--- config.mk ---
export PLATFORM = sky130hd
export DESIGN_NAME = serv_rf_dbg_port
export DESIGN_NICKNAME = d
export VERILOG_FILES = /design/src/rtl/serv_rf_dbg_pkg.sv /design/src/rtl/serv_rf_dbg_port.sv
export SDC_FILE = /design/constraint.sdc
export NUM_CORES = 1
export LEC_CHECK = 0
export BUFFER_PORTS_ARGS = -buffer_cell sky130_fd_sc_hd__buf_2
export CAP_MARGIN = 10
export CORE_UTILIZATION = 35
export CTS_CLUSTER_SIZE = 30
export DETAILED_ROUTE_END_ITERATION = 6
export GPL_TIMING_DRIVEN = 0
export PLACE_DENSITY_LB_ADDON = 0.3
export SYNTH_ARGS = -nofsm -noshare
export SYNTH_HDL_FRONTEND = slang
export SYNTH_SLANG_ARGS = --single-unit
--- constraint.sdc ---
create_clock -name clk -period 6.5 [get_ports clk]
set_input_delay 1.3 -clock clk [delete_from_list [all_inputs] [get_ports clk]]
set_output_delay 1.3 -clock clk [all_outputs]
set_load 0.1 [all_outputs]
--- src/rtl/serv_rf_dbg_pkg.sv ---
// Shared state encoding and address helper for the SERV register-file debug port.
package serv_rf_dbg_pkg;

  typedef enum logic [2:0] {IDLE, RD, RDLAST, WR, DONE} state_e;

  localparam int DEF_CSR_REGS = 4;
  localparam int NUM_REGS     = 32 + DEF_CSR_REGS;

  // RAM word address of narrow word k of register r (LSB word first).
  function automatic int word_addr(logic [5:0] r, logic [4:0] k, int rf_width);
    return int'(r) * (32 / rf_width) + int'(k);
  endfunction

endpackage

--- src/rtl/serv_rf_dbg_port.sv ---
// Debug access port between serv_rf_ram_if and serv_rf_ram: CPU pass-through when idle,
// whole-register debug reads/writes when halted. Optional byte-select RMW: SERV_RF_DBG_BYTESEL_EN.
module serv_rf_dbg_port
  import serv_rf_dbg_pkg::*;
#(
  parameter int  RF_WIDTH = 8,
  parameter int  CSR_REGS = DEF_CSR_REGS,
  localparam int RF_L2D   = $clog2((32 + CSR_REGS) * 32 / RF_WIDTH)
) (
  input  logic                clk,
  input  logic                i_rst,
  input  logic [RF_L2D-1:0]   i_cpu_waddr,
  input  logic [RF_WIDTH-1:0] i_cpu_wdata,
  input  logic                i_cpu_wen,
  input  logic [RF_L2D-1:0]   i_cpu_raddr,
  input  logic                i_cpu_ren,
  output logic [RF_WIDTH-1:0] o_cpu_rdata,
  output logic [RF_L2D-1:0]   o_ram_waddr,
  output logic [RF_WIDTH-1:0] o_ram_wdata,
  output logic                o_ram_wen,
  output logic [RF_L2D-1:0]   o_ram_raddr,
  output logic                o_ram_ren,
  input  logic [RF_WIDTH-1:0] i_ram_rdata,
  input  logic                i_dbg_halted,
  input  logic                i_dbg_req,
  input  logic                i_dbg_we,
  input  logic [5:0]          i_dbg_reg,
  input  logic [31:0]         i_dbg_wdata,
`ifdef SERV_RF_DBG_BYTESEL_EN
  input  logic [3:0]          i_dbg_sel,
`endif
  output logic [31:0]         o_dbg_rdata,
  output logic                o_dbg_ack,
  output logic                o_dbg_err
);

  localparam int         N        = 32 / RF_WIDTH;
  localparam int         NREGS    = 32 + CSR_REGS;
  localparam logic [4:0] CNT_LAST = 5'(N - 1);

  state_e        state_q;
  logic [4:0]    cnt_q;
  logic [5:0]    reg_q;
  logic          is_rd_q;
  logic [31:0]   rbuf_q;
  logic [31:0]   wbuf_q;
  logic [31:0]   rdata_q;
  logic          ack_q;
  logic          err_q;
  logic          rst_q;

  logic [31:0]       rbuf_d;
  logic [31:0]       wr_merged_d;
  logic [RF_L2D-1:0] fsm_addr;
  logic              req_ok;
  logic              rmw_req;
  logic              strobe_ok;

  // Incoming word lands at the top; after N shifts word 0 sits in the LSBs.
  assign rbuf_d    = (rbuf_q >> RF_WIDTH) | (32'(i_ram_rdata) << (32 - RF_WIDTH));
  assign fsm_addr  = RF_L2D'(word_addr(reg_q, cnt_q, RF_WIDTH));
  assign req_ok    = i_dbg_halted && (int'(i_dbg_reg) < NREGS);
  assign strobe_ok = !i_rst && !rst_q;

`ifdef SERV_RF_DBG_BYTESEL_EN
  logic [3:0] sel_q;
  assign rmw_req = i_dbg_we && (i_dbg_sel != 4'hF);
  for (genvar gi = 0; gi < 4; gi++) begin : g_merge
    assign wr_merged_d[gi*8 +: 8] = sel_q[gi] ? wbuf_q[gi*8 +: 8] : rbuf_d[gi*8 +: 8];
  end
`else
  assign rmw_req     = 1'b0;
  assign wr_merged_d = wbuf_q;
`endif

  assign o_cpu_rdata = i_ram_rdata;
  assign o_dbg_rdata = rdata_q;
  assign o_dbg_ack   = ack_q;
  assign o_dbg_err   = err_q;

  always_comb begin
    o_ram_waddr = i_cpu_waddr;
    o_ram_wdata = i_cpu_wdata;
    o_ram_wen   = i_cpu_wen;
    o_ram_raddr = i_cpu_raddr;
    o_ram_ren   = i_cpu_ren;
    if (state_q != IDLE) begin
      o_ram_waddr = fsm_addr;
      o_ram_wdata = wbuf_q[RF_WIDTH-1:0];
      o_ram_wen   = (state_q == WR);
      o_ram_raddr = fsm_addr;
      o_ram_ren   = (state_q == RD);
    end
    // Keep the RAM quiet through reset and the cycle after it.
    if (!strobe_ok) begin
      o_ram_wen = 1'b0;
      o_ram_ren = 1'b0;
    end
  end

  always_ff @(posedge clk) begin
    rst_q <= i_rst;
    if (i_rst) begin
      state_q <= IDLE;
      cnt_q   <= '0;
      reg_q   <= '0;
      is_rd_q <= 1'b0;
      rbuf_q  <= '0;
      wbuf_q  <= '0;
      rdata_q <= '0;
      ack_q   <= 1'b0;
      err_q   <= 1'b0;
`ifdef SERV_RF_DBG_BYTESEL_EN
      sel_q   <= 4'hF;
`endif
    end else begin
      ack_q <= 1'b0;
      err_q <= 1'b0;
      unique case (state_q)
        IDLE: begin
          if (i_dbg_req) begin
            reg_q   <= i_dbg_reg;
            wbuf_q  <= i_dbg_wdata;
            is_rd_q <= !i_dbg_we;
            cnt_q   <= '0;
`ifdef SERV_RF_DBG_BYTESEL_EN
            sel_q   <= i_dbg_sel;
`endif
            if (!req_ok) begin
              state_q <= DONE;
              ack_q   <= 1'b1;
              err_q   <= 1'b1;
            end else if (i_dbg_reg == '0) begin
              state_q <= DONE;
              ack_q   <= 1'b1;
              if (!i_dbg_we) rdata_q <= '0;
            end else if (!i_dbg_we || rmw_req) begin
              state_q <= RD;
            end else begin
              state_q <= WR;
            end
          end
        end
        RD: begin
          if (cnt_q != '0) rbuf_q <= rbuf_d;
          if (cnt_q == CNT_LAST) state_q <= RDLAST;
          else                   cnt_q   <= cnt_q + 5'd1;
        end
        RDLAST: begin
          rbuf_q <= rbuf_d;
          cnt_q  <= '0;
          if (is_rd_q) begin
            rdata_q <= rbuf_d;
            state_q <= DONE;
            ack_q   <= 1'b1;
          end else begin
            wbuf_q  <= wr_merged_d;
            state_q <= WR;
          end
        end
        WR: begin
          wbuf_q <= wbuf_q >> RF_WIDTH;
          if (cnt_q == CNT_LAST) begin
            state_q <= DONE;
            ack_q   <= 1'b1;
          end else begin
            cnt_q <= cnt_q + 5'd1;
          end
        end
        DONE: state_q <= IDLE;
        default: state_q <= IDLE;
      endcase
    end
  end

endmodule

-- Word level (Yosys, flattened, before mapping)
Cells that the tools add are included.
- order comparisons: 1
- bitwise logic cells: 3
- div/mod/pow operators: 0
- mux-type cells: 35
- $add $sub $neg: 2
- shift operators: 0
- multiply operators: 0
- reduce and logical (&&, ||, !) cells: 21
- equal/unequal tests: 13
- operators by type and width (kind ; count):
    two-way mux 32 bit ; 7
    one-hot mux 32 bit (2 select lines) ; 3
    bitwise OR 24 x 32 -> 32 bit ; 1
    two-way mux 8 bit ; 3
    two-way mux 3 bit ; 6
    one-hot mux 5 bit (3 select lines) ; 1
    inequality test 2 bit, second input constant ; 6
    one-hot mux 3 bit (4 select lines) ; 1
    two-way mux 1 bit ; 10
    two-way mux 5 bit ; 2
    adder 8 x 5 -> 8 bit ; 1
    equality test 3 x 2 -> 1 bit, second input constant ; 2
    zero test 6 bit ; 1
    less-than comparator 6 bit, second input constant ; 1
    inequality test 2 x 1 -> 1 bit, second input constant ; 3
    AND reduction 2 bit ; 3
    AND reduction 3 bit ; 2
    AND reduction 6 bit ; 1
    nonzero test 2 bit ; 3
    nonzero test 3 bit ; 2
    adder 5 x 1 -> 5 bit, second input constant ; 1
    equality test 5 x 2 -> 1 bit, second input constant ; 1
    nonzero test 5 bit ; 1
    equality test 3 x 1 -> 1 bit, second input constant ; 1
    other kinds (8) ; 12
- ROM bits: 0
- latch bits: 0
- memories: 0
- register bits: 114
- bits in writable memories: 0
- input bits: 77
- output and inout bits: 68

-- Longest topological paths before layout
Gate-level depths: netlist (run 1).
- depth after elaboration: 5
- mapped depth: 7
- depth with buffers taken out: 7

-- Worst setup path before layout (run 1)
No wires, ideal clock.
- kind: in2out
- start point: input port i_rst
- end point: output port o_ram_wen
- arrival: 3792 ps
- stages: 3
- path buffers: 1
- slack: 1408 ps
- data required time: 5200 ps
- cell sequence: clkbuf_1 -> nor2_1 -> a21boi_0
- longest elaborated chain between the ends: 3
- RTL lines (item ; RTL line ; source):
    start: declaration ; serv_rf_dbg_port.sv:11 ; input logic i_rst,
    zero test 1 bit ; serv_rf_dbg_port.sv:63 ; assign strobe_ok = !i_rst && !rst_q;
    logical AND 1 bit ; serv_rf_dbg_port.sv:63 ;
    two-way mux 1 bit ; serv_rf_dbg_port.sv:95 ; if (!strobe_ok) begin
    end: declaration ; serv_rf_dbg_port.sv:20 ; output logic o_ram_wen,
No other way between the ends.

-- Worst setup path in the final report (run 1)
- start point: input port i_rst
- end point: output port o_ram_ren
- longest elaborated chain between the ends: 3
- RTL lines (item ; RTL line ; source):
    zero test 1 bit ; serv_rf_dbg_port.sv:63 ;
    logical AND 1 bit ; serv_rf_dbg_port.sv:63 ;
    two-way mux 1 bit ; serv_rf_dbg_port.sv:95 ;
    end: declaration ; serv_rf_dbg_port.sv:22 ; output logic o_ram_ren,
No other way between the ends.

==> metrics.md, run 1 <==
| Metric | Value |
|---|---|
| Total iterations of the first detailed-routing run | 5 |
| Slew @ Worst Pin | 0.975 ns |
| Status | finished clean |
| Vias in the first global route | around 4200 |
| Area Overhead vs Synth | 25.7% |
| Die Wd | 118 µm |
| Cell Count, Final, Fillers Out | approximately 910 |
| Via count | 4463 |
| Asr flop ratio synth | 0 |
| Initial antenna violation count | 1 |
| Footprint of the multi-input gates | around 2300 µm² |
| CTS Hold Bufs | 0 |
| Comb power frac | 0.248 |
| CTS resizes | 0 |
| Mean area per synthesized cell | 8.15 µm² |
| Die height | 118 µm |
| Ratio of total power to cell area | about 270 nW/µm² |
| Psw | 0.560 mW |
| Hold Path Cell Cnt | 2 |
| WHS | about 0.46 ns |
| Placement Setup Slack | roughly 2.5 ns |
| Share of cells above drive strength 1 | 0.239 |
| DRC viols | 0 |
| Cell count after synthesis | ~580 |
| Initial DRC Count | 236 |
| Crit path kind | in -> out |
| Distinct cells, synth | 46 |
| Clk buf depth | 2 |
| Vias per std cell | 4.92 |
| Lkg Pwr | 2.46 nW |
| Worst setup margin | 2.52 ns |
| Worst hold-check path type | reg -> reg |
| Placer Congestion | 0.849 |
| Cells after DPL | ~890 |
| Worst Reg-to-Reg Cells | 7 |
| Root Driver | clkbuf_16 |
| Headroom to the max-slew limit | 0.345 |
| Int Power | just over 1 mW |
| Overall routing resource usage | 0.181 |
| Worst r2r src | state_q[2] |
| DPL Wire Length | 9420 µm |
| Fill cells | 1317 |
| Initial core utilization | 0.366 |
| H-tree depth | 3 |
| CP startpoint kind | primary input |
| Clock share of power | 0.315 |
| Final Hold Fails | 0 |
| Setup tns final | 0 ns |
| Core ar. | 12800 µm² |
| Net Count, Synth | 659 |
| Post-synthesis sequential area ratio | 0.452 |
| CTS buffer count | 9 |
| Maximum VDD drop | 0.000102 V |
| Antenna-violating nets left | 0 |
| Placed Area | 5630 µm² |
| Synth Cell Area | around 4700 µm² |
| Final net count | 814 |
| CP Max Fanout | 10 |
| Clock sink count | 106 |
| Largest net degree at the start of global routing | 18 |
| Clock Latency Late Sink | 0.35 ns |
| IO Port Bufs | 144 |
| Slew Limit Fails | 0 |
| Min Tclk post-route | 3.98 ns |
| Fmax achieved | 251 MHz |
| Final setup fails | 0 |
| Critical path origin | i_rst |
| Reg2reg setup slack | a little over 4 ns |
| Final period utilization | 0.613 |
| Seq pwr share | 0.436 |
| Routed length per instance | 13.6 µm |
| CTS tree | built |
| Reg clk slew, reported paths | 0.07 ns |
| Critical path arrival | 2.68 ns |
| I/O pin count | 145 |
| RSZ-0062 raised after global routing | no |
| Net Sw Frac | 0.353 |
| Design area | 5900 µm² |
| Maxcap violations | 0 |
| Primary FF master, synth | dfxtp_1 |
| Register area | 2120 µm² |
| Grt total ovfl | 0 |
| End of the worst register-to-register path | wbuf_q[30] |
| Clk_skew | between 0.008 and 0.009 ns |
| FP Rows | 41 |
| Kind of end point of the critical path | output port |
| Seq cells post-synth | between 100 and 150 |
| Required @ worst endpoint | 5.20 ns |
| End of the critical path | o_ram_ren |
| First-pass GRT wire length | 20500 µm |
| Total Power | about 1.6 mW |
| WL final | around 12000 µm |
| Post-synth EDFFs | 0 |
| Setup Fix Bufs, Post-CTS | 0 |
| Core Util, Final | 0.460 |
| Ys Warns | 0 |
| Area of the die | 13900 µm² |
state kept, by name, indices dropped and copies added (netlist names):
signal       cells
rbuf_q          24
o_dbg_rdata     32
state_q          3
o_dbg_ack        1
wbuf_q          32
rst_q            1
is_rd_q          1
reg_q            6
o_dbg_err        1
cnt_q            5
critical path, cell delays in order:
cell and delay (ns):
buf_2 0.16, clkbuf_1 0.27, nor2_1 0.23, o21ai_0 0.11, nor3_1 0.14, buf_2 0.47
placed cells by master (no fill, tap or decap), types with 3 or more instances in the layout:
| cell | count |
|---|---|
| xnor2_1 | 3 |
| dfxtp_1 | 106 |
| a21oi_1 | 38 |
| buf_6 | 3 |
| buf_4 | 8 |
| inv_1 | 7 |
| clkbuf_1 | 34 |
| o21ai_0 | 5 |
| nor4b_1 | 3 |
| mux2i_1 | 33 |
| nor2_1 | 45 |
| a22oi_1 | 8 |
| a21o_1 | 5 |
| clkbuf_16 | 9 |
| buf_2 | 147 |
| or3_1 | 3 |
| clkinvlp_4 | 3 |
| ha_1 | 5 |
| a31oi_1 | 3 |
| nor3_1 | 30 |
| o22ai_1 | 24 |
| nand2_1 | 140 |
| nor2b_1 | 4 |
| nand2b_1 | 37 |
worst min-delay path by stage:
stage | from | end | slack (ns)
2_1_floorplan | rbuf_q[10] | rbuf_q[10] | 0.44
3_3_place_gp | rbuf_q[15] | rbuf_q[15] | 0.44
3_5_place_dp | rbuf_q[8] | rbuf_q[8] | 0.45
4_1_cts | rbuf_q[8] | rbuf_q[8] | 0.46
5_1_grt | reg_q[2] | reg_q[2] | 0.49
6_report | rbuf_q[8] | rbuf_q[8] | 0.46
metal layers:
| metal | global-route usage | vias to the layer above | routed length (µm) |
|---|---|---|---|
| met5 | 0 | - | 0 |
| met1 | 0.229 | 2048 | 5580 |
| met4 | 0.0617 | 0 | 204 |
| met2 | 0.296 | 145 | 5670 |
| met3 | 0.0489 | 14 | 863 |
| li1 | - | 2256 | - |
power groups by stage:
stage | clock network (mW) | logic, mW | registers, mW
floorplan | 0 | 0.307 | 0.709
global placement | 0 | 0.388 | 0.706
detailed placement | 0 | 0.392 | 0.707
CTS | 0.511 | 0.394 | 0.692
global route | 0.543 | 0.418 | 0.695
finish | 0.500 | 0.393 | 0.692
Yosys cell counts (4+ instances only):
master,instances,area share
a21oi_1,38,0.041
ha_1,5,0.013
nor2b_1,4,0.0053
inv_1,7,0.0056
o22ai_1,24,0.032
buf_4,8,0.013
clkbuf_1,33,0.026
o21ai_0,5,0.0053
a21o_1,5,0.0080
nand2_1,140,0.11
nor3_1,30,0.032
mux2i_1,33,0.070
a22oi_1,8,0.013
nor2_1,45,0.036
dfxtp_1,106,0.45
nand2b_1,37,0.049
logic make-up after synthesis:
logic type / after synthesis / share of synthesized area
adders and majority gates: 6 / 0.0176
buffers and inverters: 55 / 0.0560
and+or+nand+nor: 274 / 0.263
muxes: 33 / 0.0704
DFF: 106 / 0.452
AOI/OAI and AO/OA: 97 / 0.131
xor gates and xnor gates: 5 / 0.00934
cell type report:
cell class / instances / share of cell area
buffer: 48 / 0.0401
multi-input combinational: 415 / 0.391
clock buffer: 10 / 0.0388
clock inverter: 5 / 0.00679
antenna: 1 / 0.000424
timing repair buffer: 144 / 0.122
inverter: 7 / 0.00445
tap: 172 / 0.0365
sequential: 106 / 0.360
Power figures use the tool's default switching activity.
==> inputs of run 2 (changes only) <==
- clock period: 6.5 -> 3.45 ns (I/O delays scaled with it)
==> metrics.md, run 2 (synthesis gave the netlist of run 1 again) <==
| Metric | Value |
|---|---|
| Status | finished clean |
| CTS Hold Bufs | 0 (unchanged) |
| Footprint of the multi-input gates | 2320 µm² (+0.76%) |
| Antenna-violating nets left | 0 (unchanged) |
| CP startpoint kind | flop |
| Initial core utilization | 0.366 (unchanged) |
| Worst r2r src | state_q[2] |
| First-pass GRT wire length | 20100 µm (-2.2%) |
| Ratio of total power to cell area | 515 nW/µm² (+92%) |
| Placer Congestion | 0.824 (-2.9%) |
| CTS resizes | 0 (unchanged) |
| CTS tree | built |
| FP Rows | 41 (unchanged) |
| Final period utilization | 0.931 |
| Headroom to the max-slew limit | 0.369 (+0.0239) |
| DPL Wire Length | 9350 µm (-0.75%) |
| Min Tclk post-route | 3.21 ns |
| Fmax achieved | 311 MHz |
| Worst Reg-to-Reg Cells | 6 (-1) |
| Leading cell types in the layout, fill and taps excluded | 147 x buf_2, 140 x nand2_1, 106 x dfxtp_1 |
| Total Power | 3.06 mW (+93%) |
| Total iterations of the first detailed-routing run | 4 (-1) |
| Kind of end point of the critical path | output port |
| Initial DRC Count | 220 (-6.8%) |
| Final setup fails | 0 (unchanged) |
| Most common cell after layout, fill and taps aside | buf_2 |
| Antenna diode instance count | 0 (-1) |
| H-tree depth | 3 (unchanged) |
| Core ar. | 12800 µm² (unchanged) |
| Critical path origin | state_q[0] |
| WHS | 0.463 ns (+0.00122 ns) |
| Required @ worst endpoint | 2.76 ns (-2.44 ns) |
| Critical path arrival | 2.52 ns (-0.16 ns) |
| Overall routing resource usage | 0.177 (-0.00352) |
| Net Sw Frac | 0.357 (+0.00326) |
| Grt total ovfl | 0 (unchanged) |
| Area of the die | 13900 µm² (unchanged) |
| Initial antenna violation count | 0 (-1) |
| Cells after DPL | 892 (unchanged) |
| Clk buf depth | 2 (unchanged) |
| WL final | 12100 µm (-1.6%) |
| Via count | 4424 (-0.87%) |
| Area Overhead vs Synth | 26.6% |
| Largest net degree at the start of global routing | 20 (+2) |
| Final Hold Fails | 0 (unchanged) |
| Int Power | 1.97 mW (+92%) |
| Slew @ Worst Pin | 0.938 ns (-0.0370 ns) |
| Clock share of power | 0.331 (+0.016) |
| Register area | 2120 µm² (unchanged) |
| Die Wd | 118 µm (unchanged) |
| Worst hold-check path type | reg -> reg |
| Maximum VDD drop | 0.000258 V (+150%) |
| Cell Count, Final, Fillers Out | 908 (unchanged) |
| Setup Fix Bufs, Post-CTS | 0 (unchanged) |
| Clock Latency Late Sink | 0.35 ns (about the same) |
| Clock sink count | 106 (unchanged) |
| IO Port Bufs | 144 (unchanged) |
| Die height | 118 µm (unchanged) |
| Psw | 1.09 mW (+95%) |
| Crit path kind | reg -> out |
| Comb power frac | 0.243 (-0.005) |
| Reg clk slew, reported paths | 0.07 ns (about the same) |
| Setup tns final | 0 ns (unchanged) |
| CP Max Fanout | 10 (unchanged) |
| Root Driver | clkbuf_16 |
| RSZ-0062 raised after global routing | no |
| Share of cells above drive strength 1 | 0.247 (+0.00783) |
| Seq pwr share | 0.426 (-0.010) |
| I/O pin count | 145 (unchanged) |
| Hold Path Cell Cnt | 2 (unchanged) |
| Slew Limit Fails | 0 (unchanged) |
| CTS buffer count | 9 (unchanged) |
| Routed length per instance | 13.4 µm (-1.6%) |
| Worst Min Path Start | rbuf_q[8] |
| Final net count | 814 (unchanged) |
| Maxcap violations | 0 (unchanged) |
| Lkg Pwr | 2.49 nW (+1.3%) |
| DRC viols | 0 (unchanged) |
| Vias in the first global route | 4208 (-0.78%) |
| Clk_skew | 0.00861 ns (+0.000184 ns) |
| Vias per std cell | 4.87 (-0.87%) |
| Fill cells | 1313 (-0.30%) |
-- run 2: cell types whose count changed in the layout (fill, tap and decap cells not counted) --
cell        change
diode_2         -1
a21oi_1         -2
inv_6           +3
a21boi_1        +1
inv_8           +1
a21boi_0        -1
clkbuf_8        +1
clkinvlp_4      -3
nor3_2          +2
nor3_1          -2
a21oi_2         +2
clkbuf_1        -1
-- run 2: power by group through the flow --
| stage | clock, mW | sequential, mW | combinational (mW) |
|---|---|---|---|
| 2_1_floorplan | 0 | 1.34 | 0.581 |
| 3_3_place_gp | 0 | 1.33 | 0.734 |
| 3_5_place_dp | 0 | 1.33 | 0.743 |
| 4_1_cts | 1.03 | 1.30 | 0.745 |
| 5_1_grt | 1.07 | 1.31 | 0.791 |
| 6_report | 1.01 | 1.30 | 0.744 |
-- run 2: stage by stage --
step | instance area, µm² | setup WS [ns] | utilization
after floorplan | 4700 | -0.432 | -
after global placement | 5640 | 0.573 | 0.440
after detailed placement | 5640 | 0.563 | 0.440
after CTS | 5930 | 0.165 | 0.463
after global routing | 5940 | 0.0249 | 0.463
final | 5940 | 0.237 | 0.463
-- run 2: per-layer routing --
| layer | vias up | GRT usage | part of all wire |
|---|---|---|---|
| li1 | 2245 | - | - |
| met1 | 2043 | 0.219 | 0.45 |
| met2 | 127 | 0.301 | 0.48 |
| met3 | 9 | 0.0455 | 0.058 |
| met4 | 0 | 0.0553 | 0.010 |
| met5 | - | 0 | 0 |
-- run 2: critical path: stages (launching register included) --
cell,delay (ns)
dfxtp_1,0.39
buf_2,0.23
or3_1,0.20
clkbuf_1,0.36
buf_1,0.40
nand2_1,0.11
nand2_1,0.08
buf_2,0.42
-- run 2: layout make-up --
class | instances | share of cell area
plain buffers | 48 | 0.0398
clock buffers | 10 | 0.0402
clock inverters | 6 | 0.00927
inverters | 7 | 0.00442
multi-input cells | 415 | 0.391
flip-flops and latches | 106 | 0.357
well taps | 172 | 0.0362
repair buffers | 144 | 0.121
-- run 2: path summary, 6_finish.rpt --
| kind | slack (ns) | end |
|---|---|---|
| worst max-delay path | 0.24 | o_ram_wdata[2] |
| worst min-delay path | 0.46 | rbuf_q[8] |
| worst max register to register | 1.11 | o_dbg_rdata[30] |
| worst min register to register | 0.46 | rbuf_q[8] |
==> inputs of run 3 (changes only) <==
- RECOVER_POWER: not set -> 25
==> metrics.md, run 3 (synthesis gave the netlist of run 1 again) <==
| Metric | Value |
|---|---|
| Min Tclk post-route | 3.22 ns (+0.00526 ns) |
| Comb power frac | 0.243 (about the same) |
| Final net count | 814 (unchanged) |
| Psw | 1.09 mW (about the same) |
| Kind of end point of the critical path | output port |
| Clock Latency Late Sink | 0.35 ns (about the same) |
| Worst Reg-to-Reg Cells | 6 (unchanged) |
| IO Port Bufs | 144 (unchanged) |
| Area Overhead vs Synth | 25.6% |
| Lkg Pwr | 2.33 nW (-6.4%) |
| Core ar. | 12800 µm² (unchanged) |
| Antenna diode instance count | 0 (unchanged) |
| CTS resizes | 0 (unchanged) |
| Required @ worst endpoint | 2.76 ns (about the same) |
| Worst setup margin | 0.232 ns (-0.00526 ns) |
| CTS Hold Bufs | 0 (unchanged) |
| First-pass GRT wire length | 20100 µm (unchanged) |
| CP startpoint kind | flop |
| Setup Fix Bufs, Post-CTS | 0 (unchanged) |
| Initial core utilization | 0.366 (unchanged) |
| Clk buf depth | 2 (unchanged) |
| Placement Setup Slack | 0.563 ns (unchanged) |
| Fmax achieved | 311 MHz (-0.16%) |
| Overall routing resource usage | 0.177 (unchanged) |
| Worst hold-check path type | reg -> reg |
| Reg clk slew, reported paths | 0.07 ns (about the same) |
| RSZ-0062 raised after global routing | no |
| Vias in the first global route | 4208 (unchanged) |
| Worst r2r src | state_q[2] |
| Cell Count, Final, Fillers Out | 908 (unchanged) |
| WL final | 12100 µm (about the same) |
| Slew @ Worst Pin | 1.23 ns (+0.294 ns) |
| Final period utilization | 0.933 (+0.00152) |
| Die Wd | 118 µm (unchanged) |
| Antenna-violating nets left | 0 (unchanged) |
| CTS tree | built |
| Vias per std cell | 4.87 (-0.14%) |
| Largest net degree at the start of global routing | 20 (unchanged) |
| Root Driver | clkbuf_16 |
| Most common cell after layout, fill and taps aside | nand2_1 |
| Ratio of total power to cell area | 519 nW/µm² (+0.78%) |
| Share of cells above drive strength 1 | 0.196 (-0.0516) |
| Initial DRC Count | 197 (-10%) |
| I/O pin count | 145 (unchanged) |
| Crit path kind | reg -> out |
| Clock share of power | 0.331 (about the same) |
| Int Power | 1.97 mW (about the same) |
| Placer Congestion | 0.824 (unchanged) |
| Maxcap violations | 0 (unchanged) |
| End of the worst register-to-register path | o_dbg_rdata[30] |
| Final Hold Fails | 0 (unchanged) |
| Net Sw Frac | 0.357 (about the same) |
| Die height | 118 µm (unchanged) |
| DRC viols | 0 (unchanged) |
| Critical path arrival | 2.53 ns (about the same) |
| Via count | 4418 (-0.14%) |
| DPL Wire Length | 9350 µm (unchanged) |
| Status | finished clean |
| Cells after DPL | 892 (unchanged) |
| Grt total ovfl | 0 (unchanged) |
| Seq pwr share | 0.426 (about the same) |
| Headroom to the max-slew limit | 0.183 (-0.186) |
| Reg2reg setup slack | 1.11 ns (about the same) |
| Total iterations of the first detailed-routing run | 5 (+1) |
| Clk_skew | 0.0100 ns (+0.00139 ns) |
| Area of the die | 13900 µm² (unchanged) |
| Leading cell types in the layout, fill and taps excluded | 140 x nand2_1, 109 x buf_2, 106 x dfxtp_1 |
| Slew Limit Fails | 0 (unchanged) |
| Clock sink count | 106 (unchanged) |
| FP Rows | 41 (unchanged) |
| Worst Min Path Start | rbuf_q[8] |
| CTS buffer count | 9 (unchanged) |
| Hold endpoint | rbuf_q[8] |
| Routed length per instance | 13.3 µm (about the same) |
| Final setup fails | 0 (unchanged) |
| H-tree depth | 3 (unchanged) |
| Hold Path Cell Cnt | 2 (unchanged) |
| Initial antenna violation count | 0 (unchanged) |
| Total Power | 3.06 mW (about the same) |
| CP Max Fanout | 10 (unchanged) |
| Maximum VDD drop | 0.000257 V (-0.13%) |
-- run 3: worst max-delay path, cell delays in order (launching register included) --
cell and delay, ns:
dfxtp_1 0.39, buf_2 0.23, or3_1 0.20, clkbuf_1 0.35, buf_1 0.40, nand2_1 0.11, nand2_1 0.08, buf_2 0.42
-- run 3: layout make-up --
| cell class | instances | area, µm² |
|---|---|---|
| plain buffers | 48 | 236 |
| clock buffers | 10 | 239 |
| clock inverters | 6 | 55.1 |
| fillers | 1333 | 6930 |
| inverters | 7 | 26.3 |
| multi-input cells | 415 | 2320 |
| flip-flops and latches | 106 | 2120 |
| well taps | 172 | 215 |
| repair buffers | 144 | 673 |
-- run 3: worst max-delay path by stage --
stage                     endpoint  slack [ns]  startpoint
finish              o_ram_wdata[2]        0.23  state_q[0]
global placement    o_ram_waddr[1]        0.57  state_q[2]
global route        o_ram_wdata[1]        0.02  state_q[2]
floorplan           o_ram_raddr[3]       -0.43    cnt_q[2]
CTS                 o_ram_wdata[0]        0.17  state_q[2]
detailed placement  o_ram_wdata[0]        0.56  state_q[2]
-- run 3: layer usage --
metal	up-vias	routed length (µm)	track usage
li1	2243	-	-
met1	2026	5470	0.219
met2	135	5710	0.301
met3	14	771	0.0455
met4	0	175	0.0553
met5	-	0	0
-- run 3: stage by stage --
stage / cell area (µm²) / utilization / TNS, ns / hold slack, ns
after floorplan: 4700 / - / -0.864 / 0.437
after global placement: 5640 / 0.440 / 0 / 0.444
after detailed placement: 5640 / 0.440 / 0 / 0.451
after CTS: 5930 / 0.463 / 0 / 0.462
after global routing: 5890 / 0.459 / 0 / 0.481
final: 5890 / 0.459 / 0 / 0.462
-- run 3: power groups by stage --
stage               logic, mW  registers (mW)  clock network (mW)
floorplan               0.581            1.34                   0
global placement        0.734            1.33                   0
detailed placement      0.743            1.33                   0
CTS                     0.745            1.30                1.03
global route            0.790            1.31                1.07
finish                  0.743            1.30                1.01
